--- config.mk ---
export PLATFORM = sky130hd
export DESIGN_NAME = cen24_gen
export DESIGN_NICKNAME = d
export VERILOG_FILES = /design/src/rtl/cen24_gen_pkg.sv /design/src/rtl/cen24_gen_counter.sv /design/src/rtl/cen24_gen.sv
export SDC_FILE = /design/constraint.sdc
export NUM_CORES = 1
export LEC_CHECK = 0
export ABC_AREA = 1
export BUFFER_PORTS_ARGS = -buffer_cell sky130_fd_sc_hd__buf_4
export CORE_AREA = 3 3 40 42
export CTS_BUF_LIST = sky130_fd_sc_hd__clkbuf_4 sky130_fd_sc_hd__clkbuf_8
export DETAILED_ROUTE_END_ITERATION = 12
export DIE_AREA = 0 0 43 45
export HOLD_SLACK_MARGIN = 0.08
export PLACE_DENSITY_LB_ADDON = 0.25
export SLEW_MARGIN = 5
export SYNTH_ARGS = -nofsm -noshare
export SYNTH_HDL_FRONTEND = slang
export SYNTH_SLANG_ARGS = --single-unit
--- constraint.sdc ---
create_clock -name clk -period 1.1 [get_ports clk]
set_input_delay 0.275 -clock clk [delete_from_list [all_inputs] [get_ports clk]]
set_output_delay 0.275 -clock clk [all_outputs]
set_load 0.005 [all_outputs]
--- src/rtl/cen24_gen_pkg.sv ---
// Shared types for the 24 MHz clock-enable generator.
// Counter geometry and the registered strobe bundle.
package cen24_gen_pkg;

    localparam int CNT16_W   = 4;
    localparam int CNT16_MOD = 16;
    localparam int CNT6_W    = 3;
    localparam int CNT6_MOD  = 6;

    typedef struct packed {
        logic cen12;
        logic cen8;
        logic cen6;
        logic cen4;
        logic cen3;
        logic cen3q;
        logic cen1p5;
        logic cen12b;
        logic cen6b;
        logic cen3b;
        logic cen3qb;
        logic cen1p5b;
    } cen_t;

endpackage

--- src/rtl/cen24_gen_counter.sv ---
// Free-running modulo-N up counter.
// Clears asynchronously and wraps from MOD-1 to 0.
module cen24_gen_counter #(
    parameter int W   = 4,
    parameter int MOD = 16
) (
    input  logic         clk,
    input  logic         rst,
    output logic [W-1:0] q_o
);

    localparam logic [W-1:0] LAST = W'(MOD - 1);

    logic [W-1:0] q_q;
    logic [W-1:0] q_d;

    always_comb begin
        q_d = q_q + W'(1);
        if (q_q == LAST) begin
            q_d = '0;
        end
    end

    always_ff @(posedge clk or posedge rst) begin
        if (rst) begin
            q_q <= '0;
        end else begin
            q_q <= q_d;
        end
    end

    assign q_o = q_q;

endmodule

--- src/rtl/cen24_gen.sv ---
// Clock-enable strobes at 12/8/6/4/3/1.5 MHz from a 24 MHz clock,
// with 180-degree and quarter-period-advanced variants.
module cen24_gen
    import cen24_gen_pkg::*;
(
    input  logic clk,
    input  logic rst,
    output logic cen12,
    output logic cen8,
    output logic cen6,
    output logic cen4,
    output logic cen3,
    output logic cen3q,
    output logic cen1p5,
    output logic cen12b,
    output logic cen6b,
    output logic cen3b,
    output logic cen3qb,
    output logic cen1p5b
);

    logic [CNT16_W-1:0] cnt16;
    logic [CNT6_W-1:0]  cnt6;

    cen_t cen_q;
    cen_t cen_d;

    cen24_gen_counter #(
        .W   (CNT16_W),
        .MOD (CNT16_MOD)
    ) u_cnt16 (
        .clk (clk),
        .rst (rst),
        .q_o (cnt16)
    );

    cen24_gen_counter #(
        .W   (CNT6_W),
        .MOD (CNT6_MOD)
    ) u_cnt6 (
        .clk (clk),
        .rst (rst),
        .q_o (cnt6)
    );

    // Strobes decode the counter value before this edge's increment.
    always_comb begin
        cen_d         = '0;
        cen_d.cen12   = (cnt16[0] == 1'b0);
        cen_d.cen12b  = (cnt16[0] == 1'b1);
        cen_d.cen6    = (cnt16[1:0] == 2'd0);
        cen_d.cen6b   = (cnt16[1:0] == 2'd2);
        cen_d.cen3    = (cnt16[2:0] == 3'd0);
        cen_d.cen3b   = (cnt16[2:0] == 3'd4);
        cen_d.cen3q   = (cnt16[2:0] == 3'd6);
        cen_d.cen3qb  = (cnt16[2:0] == 3'd2);
        cen_d.cen1p5  = (cnt16 == 4'd0);
        cen_d.cen1p5b = (cnt16 == 4'd8);
        cen_d.cen8    = (cnt6 == 3'd0) || (cnt6 == 3'd3);
        cen_d.cen4    = (cnt6 == 3'd0);
    end

    always_ff @(posedge clk or posedge rst) begin
        if (rst) begin
            cen_q <= '0;
        end else begin
            cen_q <= cen_d;
        end
    end

    assign cen12   = cen_q.cen12;
    assign cen8    = cen_q.cen8;
    assign cen6    = cen_q.cen6;
    assign cen4    = cen_q.cen4;
    assign cen3    = cen_q.cen3;
    assign cen3q   = cen_q.cen3q;
    assign cen1p5  = cen_q.cen1p5;
    assign cen12b  = cen_q.cen12b;
    assign cen6b   = cen_q.cen6b;
    assign cen3b   = cen_q.cen3b;
    assign cen3qb  = cen_q.cen3qb;
    assign cen1p5b = cen_q.cen1p5b;

endmodule

==> results of run 1 <==
-- logic make-up (layout without fill, tap and decap cells) --
kind of cell	Yosys count	count (layout)	synth area share
AOI/OAI and AO/OA	4	4	0.03943
xor gates and xnor gates	1	1	0.01255
adders and majority gates	4	4	0.07169
buffers and inverters	14	32	0.08601
DFF	19	19	0.6810
and+or+nand+nor	15	15	0.1093
-- cell usage in the layout (no fill, tap or decap) --
cell	n
buf_6	6
nor3_1	2
inv_1	11
o21ai_2	1
a31oi_1	1
xor2_1	1
dfrtp_1	19
nand2_2	1
nand2_1	4
inv_2	2
nor2_1	3
nand3_1	2
nand4_1	1
clkbuf_4	4
dlygate4sd3_1	1
o21ai_1	1
nand2_4	1
o21bai_1	1
ha_1	4
buf_4	8
nor2_2	1
-- metrics by stage --
step / utilization / hold WS [ns] / total power, mW / area, um2
after floorplan: - / 0.2261 / 0.7222 / 698.2
after global routing: 0.6796 / 0.4977 / 1.132 / 873.3
after detailed placement: 0.6310 / 0.3191 / 0.7309 / 810.8
after CTS: 0.6621 / 0.4627 / 1.090 / 850.8
after global placement: 0.6310 / 0.3124 / 0.7308 / 810.8
final: 0.6796 / 0.4786 / 1.072 / 873.3
-- repair_timing --
item,4_1_cts,5_1_grt
setup endpoints to repair,0,9
endpoints found under the hold margin,19,0
hold buffers,1,0
resized for setup,0,7
-- worst max path at each step --
stage,startpoint,to,slack (ns),cells past startpoint
floorplan,u_cnt6.q_o[0],u_cnt6.q_o[2],0.16,4
global placement,u_cnt16.q_o[0],cen1p5,0.11,4
detailed placement,u_cnt16.q_o[0],cen1p5,0.06,4
CTS,cen12,cen12,0.02,1
global route,cen12b,cen12b,-0.01,1
finish,cen1p5b,cen1p5b,0.04,1
-- sequential cells by signal, indices dropped and copies added (netlist names) --
register / cells
u_cnt16.q_o: 4
cen1p5: 1
cen3q: 1
cen12: 1
cen6b: 1
cen1p5b: 1
cen3qb: 1
u_cnt6.q_o: 3
cen4: 1
cen8: 1
cen6: 1
cen3b: 1
cen3: 1
cen12b: 1
-- final cells by class --
type,count,share of cell area
clock buffers,4,0.03438
inverters,13,0.05587
well taps,15,0.02149
repair buffers,15,0.1576
flip-flops and latches,19,0.5444
multi-input cells,24,0.1862
-- per-layer routing --
metal  global-route usage  up-vias
li1                     -      207
met1               0.1406      188
met2               0.1647       13
met3              0.03187        2
met4              0.09036        0
met5                    0        -
-- where the power goes --
group,leakage (nW),internal (mW),total [mW],switching (mW)
registers,0.230,0.698,0.698,0
logic,0.237,0.00717,0.0207,0.0135
clock network,0.0184,0.165,0.353,0.188
==> impl_results.md, run 1 <==
- Post-synth EDFFs: 0
- Worst-case reg-to-reg path depth: 4
- Die span in x: approximately 43 um
- Largest net degree at the start of global routing: 20
- Top-Level Pins: 14
- Slowest cell on the critical path: dfrtp_1
- Area delta synth->final: 25.09%
- Buf/Inv on CP: 1
- Sequential area share after synthesis: 0.6810
- Global-route wire length before repair: around 1.6 mm
- Crit path time final: roughly 1.1 ns
- Post CTS Setup Buffer Count: 0
- All-Layer GR Usage: 0.1128
- Final-stage net count: 82
- Final period utilization: 0.9647
- Multi-input combinational cell area: 162.7 um2
- Worst Slack Setup Final: ~0.039 ns
- # diodes: 0
- CTS sink cnt: 19
- Total clock buffers created by CTS: 3
- Share of cells above drive strength 1: 0.3200
- # setup viols final: 0
- Cell area after synthesis: 698.2 um2
- Largest cells by area after synthesis: dfrtp_1, ha_1, inv_1, nand2_1, buf_6
- Most frequent cell after synthesis: dfrtp_1
- CTS H-tree lvls: 1
- CTS tree: done
- DP Cell Count: 85
- DRT met1 WL: between 400 and 500 um
- Fillers: 96
- Library cells used by synthesis: 18
- I/O Buffers: 13
- R2R setup slack: around 0.10 ns
- Max-capacitance violation count: 0
- Static leakage: slightly below 0.5 nW
- Fmax: ~0.94 GHz
- Top-area cell type share of the netlist area: 0.6810
- Drt pass-1 iters: 4
- Hold path depth: 1
- Fin cells: 90
- Worst-path maximum fanout: 1
- Async SR Flop Fraction: 1.000
- Setup crit end kind: output pin
- Post-place setup slack: about 0.056 ns
- Clock tree buffer depth: 2
- Overflow left after global routing: 0
- Root Buffer: clkbuf_4
- HP Start: u_cnt16.q_o[3]
- Signal arrival time at the worst endpoint: around 0.79 ns
- Post-Syn Nets: between 60 and 70
- Vias in the first global route: between 300 and 400
- Site Rows: 13
- Die ar.: ~1900 um2
- Slew margin rel.: 0.7631
- Top sig layer: met4
- Die height: approximately 45 um
- Initial Util: 0.5433
- Skew-Pair Late Insertion Delay: 0.28 ns
- CORE AREA: roughly 1300 um2
- DRC: 0
- Post-synthesis cell count: 57
- #FFs+latches synth: 19
- Worst path max stage delay: roughly 0.37 ns
- Met2 wire len: between 300 and 400 um
- Least-Margin Pin Slew: about 0.36 ns
- Aggregate routed wire length: a little over 900 um
- Status: finished, final reports clean
- Unrepaired setup endpoints after global routing: true
- Vias per cell: approximately 4.6
- Ys Warns: 0
- Mean post-synth cell area: 12.25 um2
- Critical path class: reg2out
- Reg area: 475.5 um2
- Total vias in the final route: a little over 400
- Antenna violations before repair: 0
- CTS clk-pin slew, worst paths: 0.10 ns
- Crit-path cells: buf_4
- Post-synth top area cell: dfrtp_1
- TNS Setup: 0 ns
- Top delay family on crit path: flip-flops
- DP HPWL: between 600 and 700 um
- Setup Skew: 0.002301 ns
- Hold endpoint: cen1p5
- Most frequent cells after synthesis: dfrtp_1, inv_1, ha_1, nand2_1, nor2_1
- HP Class: reg2reg
- Main synth FF type: dfrtp_1
- Met3 wire len: between 80 and 90 um
- Starting DRT DRC Count: 2
- Final ANT Viol Nets: 0
- Pins over their slew limit: 0
- Final count of hold timing violations: 0
- Placer Congestion: around 0.75
- Startpoint Class: flip-flop
- Crit path required time: around 0.82 ns
- Drt wl/cell: between 10 and 15 um
- Reg-to-Reg Start: u_cnt16.q_o[0]
- Peak supply drop: 0.8346 mV
- Power Dens Cells: between 1000 and 1500 nW/um2
- RR Endpoint: cen1p5b
No activity file was read; power rests on OpenSTA's default activity.
==> inputs of run 2 (changes only) <==
Settings changed: SYNTH_HIERARCHICAL set to 1.
==> run 2 against run 1 <==
Compared with the run above:
- hold slack lost 0.066 ns
- worst setup slack got worse by 0.0083 ns
- non-clock buffer count did not move
- global-route usage increased by 2.0 points
- sequential power about the same
- largest cell class unchanged
==> impl_results.md, run 2 <==
- Status: finished, final reports clean
- Fillers: 84
- Mean post-synth cell area: 10.62 um2
- CTS clk-pin slew, worst paths: around 0.1 ns
- Pins over their slew limit: 0
- Sequential share of power: 0.648
- Top-area cell type share of the netlist area: 0.6998
- Buf/Inv on CP: 1
- Slowest cell on the critical path: dfrtp_1
- Share of cells above drive strength 1: 0.2892
- Final-stage net count: 87
- Top-Level Pins: 14
- Internal power component: 0.8690 mW
- Vias in the first global route: 399
- Switching share of power: 0.1933
- Crit path required time: 0.82 ns
- Cell area after synthesis: roughly 680 um2
- Critical path class: reg2out
- Largest net degree at the start of global routing: 13
- Number of flip-flops in the largest register: 4
- Post-synth EDFFs: 0
- Library cells used by synthesis: 13
- Area delta synth->final: 29.47%
- Die span in x: between 40 and 50 um
- Clk pwr share: 0.334
- Largest cells by area after synthesis: dfrtp_1, inv_1, nand2_1, nor2_1, nand3_1
- WHS: just over 0.4 ns
- Least-Margin Pin Slew: between 0.4 and 0.5 ns
- Die height: ~45 um
- Drt wl/cell: between 10 and 15 um
- Final ANT Viol Nets: 0
- Critical path launch point: cen6b
- Sequential area share after synthesis: 0.6998
- Slew margin rel.: 0.7005
- Post-Synth XOR/XNOR Area: 0.01289
- Core Util, Final: 0.6845
- Clock tree buffer depth: 2
- Unrepaired setup endpoints after global routing: true
- Most frequent cells in the layout: dfrtp_1, inv_1, nand2_1
- # setup viols final: 0
- Reg-to-Reg Start: u_cnt16/q_o[1]
- CTS tree: done
- Overflow left after global routing: 0
- CTS H-tree lvls: 1
- Peak supply drop: about 0.77 mV
- Power Dens Cells: between 1000 and 1500 nW/um2
- Post-Synth Adder-Cell Area: 0.01842
- Max-capacitance violation count: 0
- Global-route wire length before repair: 1.773 mm
- Vias per cell: between 4 and 5
- Post-synthesis cell count: 64
- Main synth FF type: dfrtp_1
- Worst path max stage delay: between 0.3 and 0.4 ns
- CORE AREA: 1285 um2
- I/O Buffers: 13
- Starting DRT DRC Count: 8
- Most common cell after layout, fill and taps aside: dfrtp_1
- Post-Syn Nets: 67
- Comb power frac: 0.018
- Drt pass-1 iters: 4
- Final count of hold timing violations: 0
- Setup Skew: 0.003979 ns
- Worst-path maximum fanout: 1
- Post-synth top area cell: dfrtp_1
- Setup crit end kind: output pin
- Die ar.: a little under 2000 um2
- Crit path time final: 1.069 ns
- NetSw: 0.2082 mW
- Fin cells: 98
- Fmax: around 0.94 GHz
- Signal arrival time at the worst endpoint: a little under 0.8 ns
- Initial Util: 0.5287
- DP Cell Count: 93
- Root Buffer: clkbuf_4
- Total vias in the final route: about 430
- Antenna violations before repair: 0
- Final period utilization: 0.9722
- Crit-path cells: buf_6
- # diodes: 0
- DP HPWL: between 700 and 800 um
- Compound-Gate Fraction of Synth Area: 0.01105
- CTS sink cnt: 19
- Ys Warns: 6
- HP Class: in2async
- Simple-gate share of the synthesized area: 0.1694
- Aggregate routed wire length: 1.029 mm
- DRC: 0
- Most frequent cell after synthesis: dfrtp_1
- Most frequent cells after synthesis: dfrtp_1, inv_1, nand2_1, nor2_1, nand3_1
- Startpoint Class: flip-flop
- Placer Congestion: a little under 0.8
- Largest family of logic cells by synthesized area: simple AND/OR/NAND/NOR gates
- Skew-Pair Late Insertion Delay: around 0.29 ns
- All-Layer GR Usage: 0.1327
- Mux cell area share after synthesis: 0
- Static leakage: a little under 0.5 nW
- Post CTS Setup Buffer Count: 0
- Site Rows: 13
- Total clock buffers created by CTS: 3
- Async SR Flop Fraction: 1.000
- #FFs+latches synth: 19
- Top delay family on crit path: flip-flops
==> run 2: worst reg2reg max path, delay by kind of cell (launching register included) <==
kind / cells / cell delay (ns)
flops: 1 / 0.42
fa+ha+maj: 1 / 0.22
compound gates: 1 / 0.14
simple gates: 1 / 0.06
buf+inv: 1 / 0.06
==> run 2: kinds of logic after synthesis <==
logic type	count (synthesis)
AO/OA/AOI/OAI	1
buffers and inverters	16
XOR/XNOR	1
adder cells (fa/ha/maj)	1
flip-flops	19
AND/OR/NAND/NOR	26
==> run 2: area by class of cell <==
cell class / count / area, um2 / share of cell area
Tap cell: 15 / 18.77 / 0.02134
Clock buffer: 4 / 30.03 / 0.03414
Timing Repair Buffer: 15 / 148.9 / 0.1693
Sequential cell: 19 / 475.5 / 0.5405
Multi-Input combinational cell: 29 / 146.4 / 0.1664
Inverter: 16 / 60.06 / 0.06828
==> run 2: final timing paths <==
check                            endpoint  slack, ns  depth (start not counted)
setup reg to reg           u_cnt16/q_o[0]       0.10                          4
min in group clk            u_cnt6/q_o[2]       0.55                          3
max in group asynchronous            cen6       0.24                          3
hold / removal              u_cnt6/q_o[1]       0.41                          3
setup / recovery                    cen6b       0.03                          1
hold reg to reg             u_cnt6/q_o[2]       0.55                          3
==> run 2: repair_timing <==
action | in CTS | in global routing
gates resized for setup | 0 | 10
endpoints found under the setup margin | 0 | 10
endpoints found under the hold margin | 19 | 0
hold buffers | 1 | 0
==> run 2: through the flow <==
stage | instance area (um2) | total power, mW | setup slack, ns | setup TNS (ns)
floorplan | 679.4 | 0.7228 | 0.1656 | 0
global placement | 803.3 | 0.7291 | 0.1687 | 0
detailed placement | 803.3 | 0.7295 | 0.1041 | 0
CTS | 843.3 | 1.098 | 0.007176 | 0
global route | 879.6 | 1.132 | -0.01537 | -0.05826
finish | 879.6 | 1.077 | 0.03058 | 0
==> run 2: power groups by stage <==
stage                     clock network, mW  registers, mW  logic [mW]
final                                 0.360          0.698      0.0198
after global placement                    0          0.712      0.0175
after global routing                  0.410          0.698      0.0236
after floorplan                           0          0.712      0.0111
after detailed placement                  0          0.712      0.0178
after CTS                             0.379          0.698      0.0207
==> run 2: routing by layer <==
layer,track usage,routed length (um)
met1,0.1702,473
met2,0.1796,457
met3,0.03586,72
met4,0.1265,26
met5,0,0
==> inputs of run 3 (changes only) <==
Settings changed: CELL_PAD_IN_SITES_DETAIL_PLACEMENT set to 0, CELL_PAD_IN_SITES_GLOBAL_PLACEMENT set to 1, CORE_AREA 3 3 40 42 to not set, CORE_UTILIZATION set to 42, DIE_AREA 0 0 43 45 to not set, SKIP_CTS_REPAIR_TIMING set to 1.
==> run 3 against run 2 <==
Compared with the run above:
- critical path depth unchanged
- global-route usage decreased by 1.2 points
- maximum frequency increased by 0.49%
- via count decreased by 0.46%
- core utilization decreased by 12 points
- clock-buffer cell count decreased by 1
- register-to-register slack improved by 0.04 ns
- worst setup slack improved by 0.0052 ns
- sequential cell count unchanged
- combinational power about the same
==> impl_results.md, run 3 (same netlist as run 2, synthesis figures left out) <==
- Status: finished, final reports clean
- Global-route wire length before repair: around 1.6 mm
- Grt met2 use: 0.1877
- Final period utilization: 0.9674
- Total clock buffers created by CTS: 3
- Aggregate routed wire length: 906 um
- Largest net degree at the start of global routing: 13
- Drt wl/cell: ~9 um
- M1 GR Usage: 0.1420
- M3 GR Usage: 0.03017
- Site Rows: 14
- Setup Skew: 0.008010 ns
- Vias in the first global route: a little under 400
- Crit-path cells: buf_6
- Fmax: roughly 0.94 GHz
- Final-stage net count: 86
- Clock tree buffer depth: 2
- Top delay family on crit path: flip-flops
- Drt pass-1 iters: 3
- Worst path max stage delay: 0.39 ns
- Startpoint Class: flip-flop
- Crit path time final: approximately 1.1 ns
- HP Class: in2async
- Buf/Inv on CP: 1
- DRC: 0
- DP Cell Count: 93
- Vias per cell: approximately 4.4
- Slew margin rel.: 0.7145
- Critical path class: reg2out
- DP HPWL: between 600 and 700 um
- Multi-input combinational cell area: roughly 140 um2
- Skew-Pair Late Insertion Delay: around 0.29 ns
- Signal arrival time at the worst endpoint: 0.79 ns
- Slowest cell on the critical path: dfrtp_1
- CTS sink cnt: 19
- # diodes: 0
- CTS tree: done
- All-Layer GR Usage: 0.1209
- Placer Congestion: 0.6884
- Static leakage: between 0.4 and 0.5 nW
- Reg area: between 400 and 500 um2
- Unrepaired setup endpoints after global routing: true
- Least-Margin Pin Slew: roughly 0.43 ns
- Root Buffer: clkbuf_4
- Overflow left after global routing: 0
- CTS H-tree lvls: 1
- CORE AREA: 1506 um2
- Most common cell after layout, fill and taps aside: dfrtp_1
- CTS clk-pin slew, worst paths: about 0.11 ns
- Initial Util: 0.4510
- Setup crit end kind: output pin
- Share of cells above drive strength 1: 0.2927
- Pins over their slew limit: 0
- Fin cells: 98
- # setup viols final: 0
- Total vias in the final route: 430
- Top-Level Pins: 14
- GR peak layer: met2
- Final ANT Viol Nets: 0
- Die span in x: approximately 42 um
- Worst-path maximum fanout: 1
- Peak supply drop: between 0.6 and 0.7 mV
- Power Dens Cells: ~1200 nW/um2
- Number of flip-flops in the largest register: 4
- Placement Cell Area: roughly 800 um2
- Final count of hold timing violations: 0
- Die ar.: approximately 1800 um2
- Most frequent cells in the layout: dfrtp_1, inv_1, nand2_1
- Total power: 1.050 mW
- Fillers: 147
- Final instance area: roughly 850 um2
- I/O Buffers: 13
- Starting DRT DRC Count: 1
- Die height: 42.22 um
- Max-capacitance violation count: 0
- Antenna violations before repair: 0
- Crit path required time: 0.82 ns
- Area delta synth->final: 25.41%
[run 3: path summary, 6_finish.rpt]
check | from | cells past startpoint | slack (ns) | endpoint
worst max-delay path | cen12b | 1 | 0.04 | cen12b
worst min-delay path | rst | 3 | 0.44 | u_cnt6/q_o[1]
worst max register to register | u_cnt16/q_o[0] | 4 | 0.14 | u_cnt16/q_o[3]
worst min register to register | u_cnt16/q_o[0] | 0 | 0.47 | cen12b
max in group asynchronous | rst | 3 | 0.23 | cen8
min in group clk | u_cnt16/q_o[0] | 0 | 0.47 | cen12b
[run 3: per-stage QoR]
step	worst slack (ns)	utilization	hold WS, ns	TNS, ns
5_1_grt	-0.01011	0.5656	0.4377	-0.02163
3_5_place_dp	0.1075	0.5291	0.1722	0
6_report	0.03581	0.5656	0.4423	0
4_1_cts	0.01190	0.5473	-0.1473	0
2_1_floorplan	0.1656	-	0.02864	0
3_3_place_gp	0.1307	0.5291	0.1707	0
[run 3: per-layer routing]
metal / part of all wire / wire length, um
met2: 0.48 / 436
met1: 0.45 / 407
met5: 0 / 0
met3: 0.051 / 46
met4: 0.017 / 15
[run 3: final cells by class]
type | count | share of cell area
multi-input cells | 29 | 0.1689
well taps | 16 | 0.02349
flip-flops and latches | 19 | 0.5609
clock inverters | 1 | 0.005874
repair buffers | 14 | 0.1439
clock buffers | 3 | 0.02643
inverters | 16 | 0.07048
[run 3: power breakdown]
group          leakage [nW]  internal, mW  switching (mW)
clock network        0.0177         0.135           0.198
registers             0.228         0.698               0
logic                 0.231       0.00540          0.0146
